## config.mk

```make
export PLATFORM = sky130hd
export DESIGN_NAME = univ_reg
export DESIGN_NICKNAME = d
export VERILOG_FILES = /design/src/rtl/univ_reg_pkg.sv /design/src/rtl/univ_reg_next.sv /design/src/rtl/univ_reg.sv
export SDC_FILE = /design/constraint.sdc
export NUM_CORES = 1
export LEC_CHECK = 0
export CORE_MARGIN = 3
export CORE_UTILIZATION = 50
export CTS_CLUSTER_SIZE = 14
export DETAILED_ROUTE_END_ITERATION = 10
export PLACE_DENSITY = 0.85
export SYNTH_ARGS = -nofsm -noshare
export SYNTH_HDL_FRONTEND = slang
export SYNTH_HIERARCHICAL = 1
export SYNTH_SLANG_ARGS = --single-unit
```

## constraint.sdc

```tcl
create_clock -name CLK -period 4.9 [get_ports CLK]
set_clock_uncertainty 0.2 [all_clocks]
set_input_delay 0.49 -clock CLK [delete_from_list [all_inputs] [get_ports CLK]]
set_output_delay 0.49 -clock CLK [all_outputs]
set_load 0.05 [all_outputs]
```

## src/rtl/univ_reg_pkg.sv

```systemverilog
// univ_reg_pkg: operation codes shared by the universal register and its bench
package univ_reg_pkg;
    typedef enum logic [2:0] {
        M_HOLD, M_LOAD, M_SHL, M_SHR, M_ROTL, M_ROTR, M_INC, M_DEC
    } mode_t;
endpackage

```

## src/rtl/univ_reg_next.sv

```systemverilog
// univ_reg_next: next-state and terminal-count logic for the universal register
module univ_reg_next
    import univ_reg_pkg::*;
#(
    parameter int WIDTH = 8
) (
    input  logic [WIDTH-1:0] q,
    input  logic [2:0]       mode,
    input  logic [WIDTH-1:0] d,
    input  logic             sil,
    input  logic             sir,
    output logic [WIDTH-1:0] q_next,
    output logic             tc
);
    // unknown modes fall to the default arm and hold
    always_comb begin
        q_next = q;
        case (mode)
            M_LOAD:  q_next = d;
            M_SHL:   q_next = {q[WIDTH-2:0], sir};
            M_SHR:   q_next = {sil, q[WIDTH-1:1]};
            M_ROTL:  q_next = {q[WIDTH-2:0], q[WIDTH-1]};
            M_ROTR:  q_next = {q[0], q[WIDTH-1:1]};
            M_INC:   q_next = q + 1'b1;
            M_DEC:   q_next = q - 1'b1;
            default: q_next = q;
        endcase
    end

    assign tc = (mode == M_INC && q == '1) || (mode == M_DEC && q == '0);
endmodule

```

## src/rtl/univ_reg.sv

```systemverilog
// univ_reg: edge-triggered multi-mode register (load/shift/rotate/count)
module univ_reg
    import univ_reg_pkg::*;
#(
    parameter int               WIDTH     = 8,
    parameter logic [WIDTH-1:0] RESET_VAL = '0
) (
    input  logic             CLK,
    input  logic             R,
    input  logic             EN,
    input  logic [2:0]       MODE,
    input  logic [WIDTH-1:0] D,
    input  logic             SIL,
    input  logic             SIR,
    output logic [WIDTH-1:0] Q,
    output logic             SOL,
    output logic             SOR,
    output logic             TC
);
    logic [WIDTH-1:0] q_next;

    univ_reg_next #(.WIDTH(WIDTH)) u_next (
        .q(Q), .mode(MODE), .d(D), .sil(SIL), .sir(SIR), .q_next(q_next), .tc(TC)
    );

    always_ff @(posedge CLK or negedge R) begin
        if (!R)
            Q <= RESET_VAL;
        else if (EN)
            Q <= q_next;
    end

    assign SOL = Q[WIDTH-1];
    assign SOR = Q[0];
endmodule

```

==> results.tsv <==
metric	value	unit
CP max-delay cell	clkdlybuf4s50_1	
Seq/Total Area, Yosys	18.6	%
CTS tree	yes	
Final Non-Filler Cells	176	
cell taking the most area after synthesis	dfrtp_1	
Total Routing Usage GR	20.1	%
Post-synth top flop	dfrtp_1	
placed insts	173	
Synth async-reset ratio	100	%
VDD IR-drop max	360	µV
Die Wd	52.4	µm
Synth Register Bits	8	
Setup crit start kind	primary input	
cell depth of the worst setup path	6	
leakage power	0.535	nW
post-route setup TNS	0	ps
measured slew at the worst slew-check pin	552	ps
multiplexer area fraction after synthesis	22.8	%
H-tree depth	1	
Top Ports	27	
CP Data Arrival Time	2780	ps
synth warn	6	
status	finished clean	
r2r worst-path depth	8	
port bufs	26	
final wirelength	2.58	mm
postcts setup bufs	0	
residual DRC count	0	
Setup CP Type	primary input to output port	
Worst setup EP type	output port	
required time of the worst setup path	4210	ps
Hold WS	318	ps
Die H	52.4	µm
Syn Nets	151	
total grt overflow	0	
post-DP HPWL	1.86	mm
Initial Util	53.7	%
Top Family by Delay on Critical Path	buffers and inverters	
via count	1042	
crit path cell chain	clkdlybuf4s50_1 > nand3_1 > nor2b_1 > nand3b_1 > nand2_1 > clkdlybuf4s50_1	
vias per cell	5.92	
final hold viol count	0	
Top reg by flops	Q	
EDFF count, synth	0	
main combinational cell family by area after synthesis	simple AND/OR/NAND/NOR gates	
syn_area_per_cell	8.02	µm²
Post-Synth Adder-Cell Area	1.16	%
biggest regs	Q: 8 flops	
top-area cell type share of the netlist area	18.6	%
GPL Wtd Cong	0.869	
CP bufs+invs	2	
die area	2740	µm²
first-pass GRT wire length	4.26	mm
fmax	0.288	GHz
antenna cells	0	
vias in the first global route	902	
synthesized area	1070	µm²
largest net degree at the start of global routing	29	
Largest register FFs	8	
Post-CTS Resized	0	
worst-path maximum fanout	19	
TritonCTS Buffers	3	
setup violators final	0	
Post-Synthesis Cells	134	
Max stage delay on crit path	820	ps
period utilization	70.7	%
Post-Synth XOR/XNOR Area	4.07	%
Final ANT Viol Nets	0	
Final min period	3470	ps
PwrDens	424	nW/µm²
nets	168	
most used cell, CP	clkdlybuf4s50_1	
fraction of the mapped netlist area in simple logic gates	24.9	%
clock transition at the registers of the reported paths	50	ps
Worst-Skew Late Latency	250	ps
Root Driver	clkbuf_4	
area grow syn2layout	22.6	%
clock sink count	8	
hold crit path type	primary input to async pin	
layout cell share with drive strength beyond 1	15.4	%
initial antenna violation count	0	
DRT iter0 DRCs	22	
Max-Cap Viols	0	
complex-gate fraction of the synthesized area	19.4	%
clk buf depth	2	
number of distinct library cells after synthesis	44	
Avg WL per Cell	14.6	µm
first drt pass iteration count	6	
RSZ-0062 raised after global routing	false	
top cells by area, synth	dfrtp_1 (19%), mux2_4 (11%), mux2i_1 (7.5%)	
Power, Total	0.000559	W
Slew headroom	63.1	%
CORE AREA	2000	µm²
max-slew violations	0	
Core Rows	16	
hold_buf cts	0	
[layer usage]
metal | global-route usage (%) | routed length, µm
met2 | 32.6 | 1240
met5 | 0 | 0
met1 | 28.5 | 1200
met4 | 2.13 | 5
met3 | 3.70 | 134
[worst paths after layout]
check	slack [ps]	startpoint	endpoint
setup / recovery	1430	MODE[2]	TC
hold / removal	320	R	Q[7]
setup reg to reg	2430	Q[1]	Q[4]
hold reg to reg	550	Q[6]	Q[6]
max in group asynchronous	3920	R	Q[1]
min in group CLK	550	Q[6]	Q[6]
[logic make-up after synthesis]
kind of cell,after synthesis
simple gates,52
compound gates,31
mux,19
buf+inv,18
flops,8
xor+xnor,5
fa+ha+maj,1
[through the flow]
stage | setup WS [ps] | util (%) | instance area, µm²
5_1_grt | 1270 | 65.8 | 1320
3_5_place_dp | 1420 | 64.7 | 1290
6_report | 1430 | 65.8 | 1320
3_3_place_gp | 1500 | 64.7 | 1290
4_1_cts | 1450 | 65.8 | 1320
2_1_floorplan | 2210 | - | 1070
[where the power goes]
group,switching (W),internal (W)
registers,0.0000706,0.0000875
clock network,0.0000207,0.0000279
logic,0.000191,0.000161
[cell usage after synthesis (3+ instances only)]
cell / number
o221ai_1: 3
nand2_1: 14
dfrtp_1: 8
nor2_1: 12
buf_2: 4
nand3_1: 6
mux2_4: 8
xnor2_1: 3
o21ai_0: 9
nor3_1: 4
nor2b_1: 3
mux2i_1: 8
clkbuf_1: 7
a21oi_1: 7
[worst register-to-register path, delay by kind of cell (launching register included)]
family	cells	cell delay (ps)
DFF	1	590
xor gates and xnor gates	2	240
and+or+nand+nor	2	560
muxes	2	430
AOI/OAI and AO/OA	1	60
adders and majority gates	1	270
[layout make-up]
cell class | instances | area [µm²]
fillers | 168 | 684
multi-input cells | 108 | 778
well taps | 27 | 33.8
inverters | 2 | 7.51
repair buffers | 28 | 275
clock buffers | 3 | 22.5
flip-flops and latches | 8 | 200
[cells in the final DEF, fill, tap and decap left out, drive strengths merged, types with 2 or more instances in the layout]
master,n
nor2,12
dfrtp,8
mux2i,8
xor2,2
nand4,2
mux2,10
buf,2
clkdlybuf4s50,26
o21ai,9
xnor2,3
nand2,14
nor2b,3
clkbuf,3
a21oi,8
nand3,6
a31oi,2
o211ai,2
o22ai,2
nor3,4
o221ai,3
inv,2
Power figures use the tool's default switching activity.
